File: src/rtl/rv_trap_ctrl.sv
// rv_trap_ctrl: machine-mode trap controller.
// Holds mstatus/mie/mip/mepc/mcause and supplies their read values.
// Synchronises the external interrupt line and raises an interrupt request
// toward the execute stage through a REQ/HOLD handshake.
// Records synchronous exceptions and mret.

module rv_trap_ctrl #(
    parameter logic [31:0] TRAP_VECTOR     = 32'h00000008,
    parameter int          IRQ_SYNC_STAGES = 2
) (
    input  logic        clk_i,
    input  logic        rst_n_i,
    input  logic        x_stall_i,
    input  logic        x_kill_i,
    input  logic        d_is_csr_i,
    input  logic [11:0] d_csr_sel_i,
    input  logic [31:0] x_csr_write_value_i,
    input  logic        x_exception_i,
    input  logic [3:0]  x_exception_cause_i,
    input  logic [31:0] x_pc_i,
    input  logic        d_is_mret_i,
    input  logic        irq_i,
    input  logic        timer_tick_i,
    input  logic        irq_ack_i,
    output logic        x_irq_req_o,
    output logic [31:0] x_trap_vector_o,
    output logic [31:0] csr_mstatus_o,
    output logic [31:0] csr_mip_o,
    output logic [31:0] csr_mie_o,
    output logic [31:0] csr_mepc_o,
    output logic [31:0] csr_mcause_o
);

    // Machine CSR addresses
    localparam logic [11:0] CSR_MSTATUS = 12'h300;
    localparam logic [11:0] CSR_MIE     = 12'h304;
    localparam logic [11:0] CSR_MEPC    = 12'h341;
    localparam logic [11:0] CSR_MCAUSE  = 12'h342;
    localparam logic [11:0] CSR_MIP     = 12'h344;

    typedef enum logic [1:0] {
        ST_IDLE = 2'd0,
        ST_REQ  = 2'd1,
        ST_HOLD = 2'd2
    } state_t;

    // Interrupt cause selection: external beats timer beats software.
    function automatic logic [3:0] select_cause(
        input logic meip, input logic meie,
        input logic mtip, input logic mtie,
        input logic msip, input logic msie
    );
        logic [3:0] cause;
        if (meip && meie) begin
            cause = 4'd11;
        end else if (mtip && mtie) begin
            cause = 4'd7;
        end else if (msip && msie) begin
            cause = 4'd3;
        end else begin
            cause = 4'd0;
        end
        return cause;
    endfunction

    // Architectural state
    logic        mie_r;
    logic        mpie_r;
    logic        msie_r;
    logic        mtie_r;
    logic        meie_r;
    logic        mtip_r;
    logic [29:0] mepc_r;
    logic        mcause_int_r;
    logic [3:0]  mcause_code_r;
    logic [IRQ_SYNC_STAGES-1:0] irq_sync_r;

    // Handshake state
    state_t      state_r;
    state_t      state_next_s;
    logic        req_r;
    logic [3:0]  cause_r;

    // Qualified events
    logic        commit_s;
    logic        exc_commit_s;
    logic        mret_commit_s;
    logic        ack_take_s;
    logic        csr_apply_s;
    logic        mtip_wr_s;
    logic        meip_s;
    logic        msip_s;
    logic        pending_s;
    logic [3:0]  sel_cause_s;
    logic        unused_s;

    assign commit_s      = !x_stall_i && !x_kill_i;
    assign exc_commit_s  = commit_s && x_exception_i;
    assign mret_commit_s = commit_s && d_is_mret_i && !x_exception_i;
    // The pipeline takes the interrupt only when no exception commits alongside it.
    assign ack_take_s    = (state_r == ST_REQ) && irq_ack_i && !exc_commit_s;
    // A CSR write is dropped when a trap or mret claims the same cycle.
    assign csr_apply_s   = commit_s && d_is_csr_i && !exc_commit_s
                           && !ack_take_s && !mret_commit_s;
    assign mtip_wr_s     = csr_apply_s && (d_csr_sel_i == CSR_MIP);

    assign meip_s        = irq_sync_r[IRQ_SYNC_STAGES-1];
    // Software interrupt is never raised by hardware.
    assign msip_s        = 1'b0;
    assign pending_s     = mie_r && ((meip_s && meie_r) || (mtip_r && mtie_r)
                                     || (msip_s && msie_r));
    assign sel_cause_s   = select_cause(meip_s, meie_r, mtip_r, mtie_r, msip_s, msie_r);

    assign unused_s      = ^x_pc_i[1:0];

    // Synchronise the asynchronous external interrupt level.
    always_ff @(posedge clk_i or negedge rst_n_i) begin
        if (!rst_n_i) begin
            irq_sync_r <= '0;
        end else begin
            irq_sync_r <= {irq_sync_r[IRQ_SYNC_STAGES-2:0], irq_i};
        end
    end

    // Handshake next-state logic.
    always_comb begin
        state_next_s = state_r;
        case (state_r)
            ST_IDLE: begin
                if (pending_s && !exc_commit_s && !mret_commit_s) begin
                    state_next_s = ST_REQ;
                end else begin
                    state_next_s = ST_IDLE;
                end
            end
            ST_REQ: begin
                if (ack_take_s) begin
                    state_next_s = ST_HOLD;
                end else if (exc_commit_s || !pending_s) begin
                    state_next_s = ST_IDLE;
                end else begin
                    state_next_s = ST_REQ;
                end
            end
            ST_HOLD: begin
                state_next_s = ST_IDLE;
            end
            default: begin
                state_next_s = ST_IDLE;
            end
        endcase
    end

    // Handshake state register, registered request and cause latched on REQ entry.
    always_ff @(posedge clk_i or negedge rst_n_i) begin
        if (!rst_n_i) begin
            state_r <= ST_IDLE;
            req_r   <= 1'b0;
            cause_r <= 4'd0;
        end else begin
            state_r <= state_next_s;
            req_r   <= (state_next_s == ST_REQ);
            if ((state_r == ST_IDLE) && (state_next_s == ST_REQ)) begin
                cause_r <= sel_cause_s;
            end
        end
    end

    // Timer pending bit: a tick sets it and wins over a same-cycle clearing write.
    always_ff @(posedge clk_i or negedge rst_n_i) begin
        if (!rst_n_i) begin
            mtip_r <= 1'b0;
        end else begin
            mtip_r <= timer_tick_i | (mtip_wr_s ? x_csr_write_value_i[7] : mtip_r);
        end
    end

    // Trap capture, mret and CSR writes, in decreasing priority.
    always_ff @(posedge clk_i or negedge rst_n_i) begin
        if (!rst_n_i) begin
            mie_r         <= 1'b0;
            mpie_r        <= 1'b0;
            msie_r        <= 1'b0;
            mtie_r        <= 1'b0;
            meie_r        <= 1'b0;
            mepc_r        <= 30'd0;
            mcause_int_r  <= 1'b0;
            mcause_code_r <= 4'd0;
        end else if (exc_commit_s) begin
            mepc_r        <= x_pc_i[31:2];
            mcause_int_r  <= 1'b0;
            mcause_code_r <= x_exception_cause_i;
            mpie_r        <= mie_r;
            mie_r         <= 1'b0;
        end else if (ack_take_s) begin
            mepc_r        <= x_pc_i[31:2];
            mcause_int_r  <= 1'b1;
            mcause_code_r <= cause_r;
            mpie_r        <= mie_r;
            mie_r         <= 1'b0;
        end else if (mret_commit_s) begin
            mie_r         <= mpie_r;
            mpie_r        <= 1'b1;
        end else if (csr_apply_s) begin
            case (d_csr_sel_i)
                CSR_MSTATUS: begin
                    mie_r  <= x_csr_write_value_i[3];
                    mpie_r <= x_csr_write_value_i[7];
                end
                CSR_MIE: begin
                    msie_r <= x_csr_write_value_i[3];
                    mtie_r <= x_csr_write_value_i[7];
                    meie_r <= x_csr_write_value_i[11];
                end
                CSR_MEPC: begin
                    mepc_r <= x_csr_write_value_i[31:2];
                end
                CSR_MCAUSE: begin
                    mcause_int_r  <= x_csr_write_value_i[31];
                    mcause_code_r <= x_csr_write_value_i[3:0];
                end
                default: begin
                    // mip is handled by the timer-pending block; others ignored
                end
            endcase
        end
    end

    // All outputs are direct register images.
    assign x_irq_req_o     = req_r;
    assign x_trap_vector_o = TRAP_VECTOR;
    assign csr_mstatus_o   = {24'd0, mpie_r, 3'd0, mie_r, 3'd0};
    assign csr_mie_o       = {20'd0, meie_r, 3'd0, mtie_r, 3'd0, msie_r, 3'd0};
    assign csr_mip_o       = {20'd0, meip_s, 3'd0, mtip_r, 3'd0, msip_s, 3'd0};
    assign csr_mepc_o      = {mepc_r, 2'b00};
    assign csr_mcause_o    = {mcause_int_r, 27'd0, mcause_code_r};

    rv_trap_ctrl_chk u_chk (
        .clk     (clk_i),
        .rst_n   (rst_n_i),
        .req     (req_r),
        .ack     (irq_ack_i),
        .in_hold (state_r == ST_HOLD),
        .mstatus (csr_mstatus_o)
    );

endmodule

// Handshake property checker.
module rv_trap_ctrl_chk (
    input logic        clk,
    input logic        rst_n,
    input logic        req,
    input logic        ack,
    input logic        in_hold,
    input logic [31:0] mstatus
);

    // An acknowledged request never stays up the following cycle.
    a_ack_drops: assert property (@(posedge clk) disable iff (!rst_n)
        (req && ack) |=> !req);

    // HOLD lasts exactly one cycle and never requests.
    a_hold_one: assert property (@(posedge clk) disable iff (!rst_n)
        in_hold |=> !in_hold && !req);

    // Only MIE and MPIE are ever visible in mstatus.
    a_mstatus_bits: assert property (@(posedge clk) disable iff (!rst_n)
        (mstatus & 32'hFFFFFF77) == 32'd0);

endmodule

File: config.mk
export PLATFORM = sky130hd
export DESIGN_NAME = rv_trap_ctrl
export DESIGN_NICKNAME = d
export VERILOG_FILES = /design/src/rtl/rv_trap_ctrl.sv
export SDC_FILE = /design/constraint.sdc
export NUM_CORES = 1
export LEC_CHECK = 0
export BUFFER_PORTS_ARGS = -buffer_cell sky130_fd_sc_hd__buf_4
export CORE_AREA = 2 2 110 112
export CTS_CLUSTER_DIAMETER = 40
export DETAILED_ROUTE_END_ITERATION = 6
export DIE_AREA = 0 0 112 114
export PLACE_DENSITY = 0.75
export SLEW_MARGIN = 40
export SYNTH_ARGS = -nofsm -noshare
export SYNTH_HDL_FRONTEND = slang
export SYNTH_HIERARCHICAL = 1
export SYNTH_SLANG_ARGS = --single-unit
File: constraint.sdc
create_clock -name clk_i -period 1.9 [get_ports clk_i]
set_input_delay 0.19 -clock clk_i [delete_from_list [all_inputs] [get_ports clk_i]]
set_output_delay 0.19 -clock clk_i [all_outputs]
set_load 0.01 [all_outputs]
==> impl_metrics.tcl <==
set metrics [dict create \
    outcome "finished clean" \
    synth-main-ff-cell "dfrtp_1" \
    post_synth_fa_ha_maj_area_fraction_pct 0 \
    power.total_mw 3.16 \
    ys_types 37 \
    wl_per_cell_um 12.3 \
    clock-root-buffer "clkbuf_16" \
    count_of_flip_flops_with_a_built_in_enable_after_synthesis 0 \
    timing_hold_violations_final 0 \
    timing.setup.critical_path_class "reg -> reg" \
    hold_path_class "in -> reg" \
    postSynthRegisterBits 49 \
    fp.dieH_um 114 \
    starting_density_pct 32.2 \
    timing.critical_path.from_type "register" \
    synthXorXnorAreaFrac_pct 0 \
    synth.most_common_cell "buf_4" \
    dp.cells 676 \
    grt_pass1_wl_um 12400 \
    critical_path.top_delay_family "simple AND/OR/NAND/NOR gates" \
    antenna_violations_before_repair 0 \
    dominant_combinational_cell_family_by_area_after_synthesis "buffers and inverters" \
    gr-usage-all-layers_pct 12.4 \
    dr_pass1_iterations 4 \
    floorplan.die.width_um 112 \
    critical_path.max_fanout 3 \
    cts_resized 0 \
    timing.final.crit_share_pct 86.3 \
    critical_path.slowest_cell "or3b_2" \
    simple_gate_area_share_of_the_yosys_netlist_pct 15.4 \
    placeableCoreArea_um2 11700 \
    place.detailed.hpwl_um 6550 \
    crit_path_max_incr_delay_ps 520 \
    drc 0 \
    path_clk_slew_ps 70 \
    dr.first_iter.drc_count 102 \
    internal-power_mw 2.17 \
    layout.nets 628 \
    final.min_clock_period_ps 1640 \
    viasPerCell 3.94 \
    final-instance-count-excl-fill 686 \
    synth_compound_gate_area_share_pct 12.9 \
    drv_slew 0 \
    instance_count_of_the_mapped_netlist 413 \
    gpl.final_weighted_congestion 0.804 \
    clk_path_buf_depth 2 \
    antenna_cells 0 \
    synth-async-reset-ratio_pct 100 \
    num-fill-cells 1197 \
    via_count_of_the_first_global_routing_pass 2352 \
    p_per_area_nw_per_um2 710 \
    netSwitchingPower_uw 992 \
    yosysWarnings 6 \
    combinationalPowerShare_pct 29.7 \
    drtAntennaViolNets 0 \
    synth_seq_area_share_pct 32.6 \
    clkPwrFrac_pct 29.8 \
    cp_cell_sequence "nand2_1, a21oi_1, nand3b_1, or3b_2, mux2_2" \
    finalSetupViolCount 0 \
    area_of_the_die_um2 12800 \
    insertion_delay_ps 300 \
    switching_share_pct 31.4 \
    io_buffer_count 130 \
    worst_pin_slew_ps 664 \
    crit_buf_inv 0 \
    synth_common_cells "158 x buf_4, 68 x nand2_1, 49 x dfrtp_1" \
    cap_viol_max_count 0 \
    tritoncts.num_buffers 5 \
    cp_data_arrival_time_ps 1820 \
    fmax_ghz 0.610 \
    static-leakage-power_nw 2.30 \
    cts.htree.levels 2 \
    ir_worst_vdd_v 0.000330 \
    relSlewSlack_pct 55.8 \
    via_count_of_the_routed_design 2703 \
    totalWireLength_um 8410 \
    summed_instance_area_of_the_synthesized_netlist_um2 3770 \
    ios 283 \
    regToRegSetupSlack_ps 260 \
    synth_top_area_share_pct 32.6 \
    gr-total-overflow 0 \
    tritoncts_clock_tree "yes" \
    rsz0062_at_grt "false" \
    synth_mux_area_share_pct 4.02 \
    crit_path_end_kind "register" \
    syn_avg_cell_area_um2 9.12 \
    finalClockSkew_ps 8.29 \
    clock-sinks 49 \
    post_route_cells_drive_above_1_share_pct 37.8 \
    synth.area.top_cells "dfrtp_1 33%, buf_4 31%, a31oi_2 10%" \
    library_cell_with_the_largest_summed_area_after_synthesis "dfrtp_1" \
    area_delta_synth_final_pct 18.1 \
    grt_max_degree 50 \
    timing.setup.tns_ps 0 \
    required_ps 2080 \
    sequentialPowerShare_pct 40.5 \
    rows 40 \
]
## per-layer routing
metal | vias to the layer above | GRT usage, % | part of all wire, %
met3 | 6 | 3.72 | 10
li1 | 1294 | - | -
met1 | 1241 | 15.6 | 41
met2 | 162 | 20.9 | 47
met4 | 0 | 3.58 | 1.1
met5 | - | 0 | 0
## layout make-up
type	instances	area, um^2	share of cell area, %
clock buffers	6	139	3.12
clock inverters	2	13.8	0.309
inverters	3	11.3	0.253
multi-input cells	336	1780	40.1
flip-flops and latches	49	1230	27.6
well taps	147	184	4.13
repair buffers	143	1090	24.5
## path summary, 6_finish.rpt
| check | startpoint | to | cells past startpoint |
|---|---|---|---|
| max | mtie_r | cause_r[2] | 5 |
| min | timer_tick_i | mtip_r | 2 |
| max reg2reg | mtie_r | cause_r[2] | 5 |
| min reg2reg | irq_sync_r[0] | irq_sync_r[1] | 0 |
| max in group asynchronous | rst_n_i | mepc_r[25] | 2 |
| min in group asynchronous | rst_n_i | mepc_r[8] | 2 |
## cells by family (layout without fill, tap and decap cells)
kind of cell           after synthesis  in the layout
buffers and inverters              176            154
and+or+nand+nor                    124            124
muxes                               14             14
AOI/OAI and AO/OA                   48             48
DFF                                 49             49
other                                2            150
## metrics by stage
stage / instance area [um^2] / hold slack, ps / util [%] / setup WS [ps]
after floorplan: 4320 / -106 / - / 289
after global placement: 4280 / 269 / 36.5 / 63.5
after detailed placement: 4280 / 280 / 36.5 / 59.6
after CTS: 4450 / 76.9 / 38.0 / 268
after global routing: 4450 / 88.7 / 38.0 / 160
final: 4450 / 83.1 / 38.0 / 260
## flip-flops by register name, indices dropped and copies added (netlist names)
register and count:
mcause_code_r 4, mepc_r 30, mie_r 1, msie_r 1, mtie_r 1, state_r 2, x_irq_req_o 1, mcause_int_r 1
mpie_r 1, meie_r 1, irq_sync_r 2, mtip_r 1, cause_r 3
## repair_timing
action,4_1_cts,5_1_grt
hold buffers,2,0
endpoints found under the hold margin,50,0
setup buffers,0,0
## cells in the final DEF, fill, tap and decap left out, types with 2 or more instances in the layout
master,synthesis,layout
dlygate4sd3_1,0,2
mux2i_1,5,5
nand2_1,68,68
nor2_1,27,27
clkbuf_16,0,5
dfrtp_1,49,49
a41o_2,1,2
mux2_2,6,6
nor2_2,11,11
nand4_1,2,2
a21oi_1,7,7
nand3b_1,2,2
buf_4,158,140
nand2b_1,2,2
conb_1,2,150
mux2_1,3,3
inv_1,3,3
o21ai_0,6,6
a31oi_2,30,30
## power by group through the flow
stage	combinational, mW	sequential, mW	clock (mW)
after CTS	0.948	1.28	0.979
after floorplan	0.676	1.35	0
after global placement	0.934	1.30	0
final	0.937	1.28	0.942
after detailed placement	0.943	1.30	0
after global routing	1.03	1.30	1.03
Power figures use the tool's default switching activity.
